`src/rtl/mem_arbiter.sv`:
```
// mem_arbiter: single-port memory arbiter, CPU strict priority over video bursts.
// Define MEM_ARB_FAIR_EN to force a video byte after STARVE_LIMIT consecutive CPU wins.
module mem_arbiter #(
  parameter int ADDR_W       = 16,
  parameter int DATA_W       = 8,
  parameter int STARVE_LIMIT = 4
) (
  input  logic              clk,
  input  logic              rst_n,
  input  logic              cpu_req,
  input  logic              cpu_we,
  input  logic [ADDR_W-1:0] cpu_addr,
  input  logic [DATA_W-1:0] cpu_wdata,
  output logic              cpu_gnt,
  output logic              cpu_rvalid,
  output logic [DATA_W-1:0] cpu_rdata,
  input  logic              vid_req,
  input  logic [ADDR_W-1:0] vid_addr,
  input  logic [7:0]        vid_len,
  output logic              vid_gnt,
  output logic              vid_rvalid,
  output logic              vid_done,
  output logic [DATA_W-1:0] vid_rdata,
  output logic [ADDR_W-1:0] mem_addr,
  output logic [DATA_W-1:0] mem_wdata,
  output logic              mem_rd,
  output logic              mem_wr,
  input  logic [DATA_W-1:0] mem_rdata
);
  typedef enum logic {IDLE, BURST} state_t;
  state_t state, state_nx;
  logic [ADDR_W-1:0] ptr;
  logic [7:0] cnt;
  logic force_vid, cpu_iss, vid_iss, last;
  logic p_cpu, p_vid, p_last;
`ifdef MEM_ARB_FAIR_EN
  localparam int SW = $clog2(STARVE_LIMIT + 2);
  logic [SW-1:0] starve;
  always_ff @(posedge clk or negedge rst_n)
    if (!rst_n) starve <= '0;
    else starve <= (state == BURST && cpu_iss) ? starve + 1'b1 : '0;
  assign force_vid = state == BURST && starve >= SW'(STARVE_LIMIT);
`else
  assign force_vid = 1'b0 && STARVE_LIMIT > 0;
`endif
  // issue decisions are gated by rst_n so the command outputs read 0 during reset
  always_comb begin
    cpu_iss   = rst_n && cpu_req && !force_vid;
    vid_iss   = rst_n && state == BURST && !cpu_iss;
    last      = vid_iss && cnt == 8'd1;
    vid_gnt   = rst_n && state == IDLE && vid_req;
    cpu_gnt   = cpu_iss;
    state_nx  = vid_gnt ? BURST : last ? IDLE : state;
    mem_addr  = cpu_iss ? cpu_addr : vid_iss ? ptr : '0;
    mem_wdata = (cpu_iss && cpu_we) ? cpu_wdata : '0;
    mem_wr    = cpu_iss && cpu_we;
    mem_rd    = (cpu_iss && !cpu_we) || vid_iss;
  end
  always_ff @(posedge clk or negedge rst_n)
    if (!rst_n) begin
      state <= IDLE;
      ptr   <= '0;
      cnt   <= '0;
    end else begin
      state <= state_nx;
      if (vid_gnt) begin
        ptr <= vid_addr;
        cnt <= vid_len;
      end else if (vid_iss) begin
        ptr <= ptr + 1'b1;
        cnt <= cnt - 1'b1;
      end
    end
  // memory returns data the cycle after the command; it is registered once more
  always_ff @(posedge clk or negedge rst_n)
    if (!rst_n) begin
      p_cpu      <= 1'b0;
      p_vid      <= 1'b0;
      p_last     <= 1'b0;
      cpu_rvalid <= 1'b0;
      vid_rvalid <= 1'b0;
      vid_done   <= 1'b0;
      cpu_rdata  <= '0;
      vid_rdata  <= '0;
    end else begin
      p_cpu      <= cpu_iss && !cpu_we;
      p_vid      <= vid_iss;
      p_last     <= last;
      cpu_rvalid <= p_cpu;
      vid_rvalid <= p_vid;
      vid_done   <= p_last;
      if (p_cpu) cpu_rdata <= mem_rdata;
      if (p_vid) vid_rdata <= mem_rdata;
    end
endmodule
```
`config.mk`:
```
export PLATFORM = sky130hd
export DESIGN_NAME = mem_arbiter
export DESIGN_NICKNAME = d
export VERILOG_FILES = /design/src/rtl/mem_arbiter.sv
export SDC_FILE = /design/constraint.sdc
export NUM_CORES = 1
export LEC_CHECK = 0
export BUFFER_PORTS_ARGS = -buffer_cell sky130_fd_sc_hd__buf_2
export CAP_MARGIN = 0
export CORE_MARGIN = 10
export CORE_UTILIZATION = 51
export CTS_CLUSTER_SIZE = 14
export DETAILED_ROUTE_END_ITERATION = 10
export GPL_TIMING_DRIVEN = 0
export PLACE_DENSITY = 0.86
export SLEW_MARGIN = 15
export SYNTH_ARGS = -nofsm -noshare
export SYNTH_HDL_FRONTEND = slang
export SYNTH_SLANG_ARGS = --single-unit
```
`constraint.sdc`:
```
create_clock -name clk -period 4.5 [get_ports clk]
set_clock_uncertainty 0.15 [all_clocks]
set_input_delay 0.9 -clock clk [delete_from_list [all_inputs] [get_ports clk]]
set_output_delay 0.9 -clock clk [all_outputs]
set_load 0.01 [all_outputs]
```
======== Word level (Yosys, flattened, before mapping) ========
Index checks and enable logic that the tools add are counted.
word-level totals
  register bits after elaboration ......... 47
  bits of input ports ..................... 61
cells by class
  add/sub/neg operators ................... 2
  eq/ne operators ......................... 1
  muxes and demuxes ....................... 9
  bitwise logic cells ..................... 1
  reduce and logical (&&, ||, !) cells .... 13
operator list
  operator                 count
  $mux W16                 4
  $mux W8                  3
  $add A16 B1 Y16 const B  1
  $eq A8 B1 Y1 const B     1
  $logic_and A1 B1 Y1      8
  $sub A8 B1 Y8 const B    1
  $reduce_bool A2 Y1       2
  $logic_not A1 Y1         2
  $mux W1                  2
  $logic_or A1 B1 Y1       1
  $not A1 Y1               1

======== Depth between registers and ports, before layout ========
  depth after elaboration ................. 6
  mapped depth ............................ 6
  gate-level depth less buffers ........... 5

======== Worst setup path before layout ========
OpenSTA, ideal clock, no wires.
  path kind ............................... input to output
  from .................................... input cpu_req
  to ...................................... output mem_addr[10]
  arrival ................................. 1.618 ns
  required time ........................... 3.450 ns
  setup slack ............................. 1.832 ns
  stages on the path ...................... 4
  path buffers ............................ 1
  cell sequence ........................... nand3b_2 inv_2 buf_2 a22o_1
on the way
  word-level cells in the longest chain between the ends .. 5
ends and longest elaborated chain
  item                   line  RTL
  start, declared        10    input logic cpu_req,
  $logic_and A1 B1 Y1    48    cpu_iss = rst_n && cpu_req && !force_vid;
  $logic_not A1 Y1       49    vid_iss = rst_n && state == BURST && !cpu_iss;
  $logic_and A1 B1 Y1    49
  net vid_iss            34    logic force_vid, cpu_iss, vid_iss, last;
  $mux W16 (2 in a row)  54    mem_addr = cpu_iss ? cpu_addr : vid_iss ? ptr : '0;
  end, declared          24    output logic [ADDR_W-1:0] mem_addr,
The timed path passes the listed nets, and every way through them passes these cells.

======== Worst setup path after layout ========
  from .................................... input rst_n
  to ...................................... output mem_addr[10]
on the way
  word-level cells in the longest chain between the ends .. 5
  elaborated cells on any way between the ends .. 6
  classes of those cells .................. mux: 2; reduce/logical: 4
ends and longest elaborated chain
  item                       line  RTL
  start, declared            9     input logic rst_n,
  $logic_and A1 B1 Y1        48
  $logic_not A1 Y1           49
  $logic_and A1 B1 Y1 (*)    49
  net vid_iss                34
  $mux W16 (*) (2 in a row)  54
Mark *: on every way through the listed nets, which the timed path passes. The rest lies on a longest branch.

==> key figures <==
Drt
  • 1st-iter DRT viols: 84
  • Routed via count: around 2.2k
  • Routed WL per cell: 17.1 µm
  • Final wirelength: 6.84 mm
  • Antenna viol nets, final: 0
  • Vias/cell: ~5.4
  • Initial DRT Pass Iterations: 4
  • Number of remaining DRC errors: 0

Global route
  • First-pass GRT wire length: 10.8 mm
  • Vias in the first global route: around 2.2k
  • Largest net degree at the start of global routing: 55
  • Initial antenna violation count: 0
  • GRT overflow: 0
  • All-Layer GR Usage: ~17%

Worst setup path
  • Reg2reg start: ptr[0]$_DFFE_PN0P_
  • CP Launch Type: input port
  • CP Cell Sequence: buf_4 -> nand3b_2 -> inv_2 -> buf_2 -> a22o_1 -> buf_2
  • Crit path kind: input port to output port
  • Worst Setup SP: rst_n
  • Slowest CP cell: buf_4
  • Critical Path Most Common Cell: buf_2
  • Max FO, Critical Path: 54
  • Worst Path Required: 3.45 ns
  • Register-to-Register Path Depth: 5
  • Critical path's largest stage delay: about 0.5 ns
  • Critical Path AT: 2.48 ns
  • Worst setup EP type: output port

Min path
  • Worst hold stages: 0
  • Tightest Hold Check Type: flop to flop
  • Worst Min Path Start: p_last$_DFF_PN0_

Flow run
  • Max-Cap Viols: 0

Yosys
  • EDFF count, synth: 0
  • Syn Nets: 298
  • Top FF cell, synth: dfrtp_1
  • Netlist cell types: 42
  • Commonest cells post-synth: dfrtp_1 (47), nand2_1 (37), mux2_2 (16)
  • Mapped Cells: 234
  • Cell area after synthesis: 0.00241 mm²
  • Cell type with the highest aggregate area in the netlist: dfrtp_1
  • Synth top area cells: dfrtp_1 (49%), mux2_2 (7.5%), nand2_1 (5.8%)
  • Yosys reg bits: 47
  • Synth async-reset ratio: between 90% and 100%
  • Syn avg cell area: 10.3 µm²
  • Post-synthesis sequential area ratio: between 40% and 50%
  • Top-count cell post-synth: dfrtp_1
  • Yosys top cell area share: 48.7%
  • Synth warnings: 0

Outcome
  • Status: completed

Finish
  • Final net count: between 400 and 500
  • Final Util: 69.5%
  • Area growth syn-to-layout: 28.9%
  • Fillers: 347
  • Layout cell share with drive strength beyond 1: around 42%
  • Cell Count, Final, Fillers Out: between 400 and 500
  • Antenna cells: 0
  • Cell area after layout: 0.00311 mm²

Clock tree
  • # resized after CTS: 0
  • # Post-CTS Setup Buffers: 0
  • Clock-pin slew on the worst setup and hold paths: ~0.1 ns
  • # hold bufs at CTS: 0
  • TritonCTS clock tree: built
  • Max Buffers Root-to-Sink: 2
  • CTS Buf Count: 5
  • Root Buffer: clkbuf_8
  • Worst-Skew Late Latency: 0.31 ns
  • H-tree level count: 2
  • CTS Sinks: 47

Die
  • Die area: roughly 0.0079 mm²
  • Ports: approximately 110
  • Core Area: 0.00447 mm²
  • Die span in y: a little under 90 µm
  • Rows: 24
  • Die width: 88.8 µm
  • Initial core utilization: 53.9%

Place
  • Hpwl dp: 5.46 mm
  • Port Buffers: 107
  • Placed Area: 0.00301 mm²
  • Inst Count DP: 393
  • GPL Wtd Cong: just over 0.8

Timing
  • RSZ-0062 raised after global routing: no
  • Worst hold margin: 0.208 ns
  • F_max: between 200 and 300 MHz
  • Final setup viols: 0
  • Final hold violation count: 0
  • Final period util: around four fifths
  • Fin crit period: 3.53 ns
  • Max Slew Vio Count: 0
  • Slew HR: 57.0%
  • Final TNS setup: 0 ns
  • Worst Tran Pin Value: 0.645 ns

Power and ir drop
  • PD cells: around 470 mW/mm²
  • Worst VDD drop: approximately 0.28 mV
  • Pleak: 1.53 nW
kinds of logic after synthesis:
kind of cell,count (synthesis),synth area share [%]
AO/OA/AOI/OAI,41,11.5
flip-flops,47,48.7
AND/OR/NAND/NOR,91,21.2
multiplexers,18,8.29
buffers and inverters,19,3.32
XOR/XNOR,15,5.44
adder cells (fa/ha/maj),3,1.56
worst paths after layout:
check	end	slack, ns
max in group asynchronous	ptr[6]$_DFFE_PN0P_	3.31
setup reg to reg	ptr[12]$_DFFE_PN0P_	2.66
min in group asynchronous	cpu_rdata[5]$_DFFE_PN0P_	0.45
hold / removal	vid_done$_DFF_PN0_	0.21
hold reg to reg	vid_done$_DFF_PN0_	0.21
setup / recovery	mem_addr[10]	0.97
layout by cell type (no fill, tap or decap), types with 2 or more instances in the layout:
cell type    n
a22o_1      13
inv_1        4
inv_6        2
nand4_1      5
nor2_1      12
o21ai_0     14
nor4_1       3
mux2i_1      2
buf_2      110
xnor2_1      8
nor4_2       2
nand3b_1     3
and2_1       9
buf_4        2
o21ai_1      5
ha_1         3
clkbuf_8     5
and3_1       2
mux2_2      16
nand4b_1     2
nand2_1     37
nand3_1      4
dfrtp_1     47
xor2_1       7
nor3_1       5
a311oi_1     2
inv_2        2
clkbuf_1     6
routing by layer:
| layer | GRT usage, % | routed length, µm | up-vias |
|---|---|---|---|
| met2 | 28.6 | 3140 | 114 |
| met4 | 4.11 | 45 | 0 |
| met3 | 5.33 | 813 | 6 |
| met1 | 21.5 | 2840 | 995 |
| li1 | - | - | 1056 |
| met5 | 0 | 0 | - |
layout make-up:
type | count | area [µm²] | area share, %
inverter | 7 | 26.3 | 0.845
buffer | 12 | 53.8 | 1.73
timing repair buffer | 107 | 538 | 17.3
multi-input combinational | 168 | 1160 | 37.2
tap | 52 | 65.1 | 2.09
clock buffer | 5 | 68.8 | 2.21
clock inverter | 3 | 25.0 | 0.805
sequential | 47 | 1180 | 37.8
sequential cells by signal, summed over array words and instances (netlist names):
signal / cells
cnt: 8
cpu_rdata: 8
cpu_rvalid: 1
p_cpu: 1
p_last: 1
p_vid: 1
ptr: 16
state: 1
vid_done: 1
vid_rdata: 8
vid_rvalid: 1
critical path: cells and delay by family:
kind	cells	cell delay [ns]
buf+inv	4	1.06
simple gates	1	0.32
compound gates	1	0.17
stage by stage:
| stage | power, mW | setup WS, ns |
|---|---|---|
| 6_report | 1.48 | 0.965 |
| 5_1_grt | 1.58 | 0.783 |
| 4_1_cts | 1.49 | 0.474 |
| 3_5_place_dp | 1.22 | 0.490 |
| 3_3_place_gp | 1.19 | 0.494 |
| 2_1_floorplan | 1.02 | 1.83 |
power by group:
part           switching [mW]  internal [mW]
sequential              0.142          0.564
clock                   0.154          0.113
combinational           0.265          0.240
total                   0.560          0.917
(Power assumes the default switching activity.)
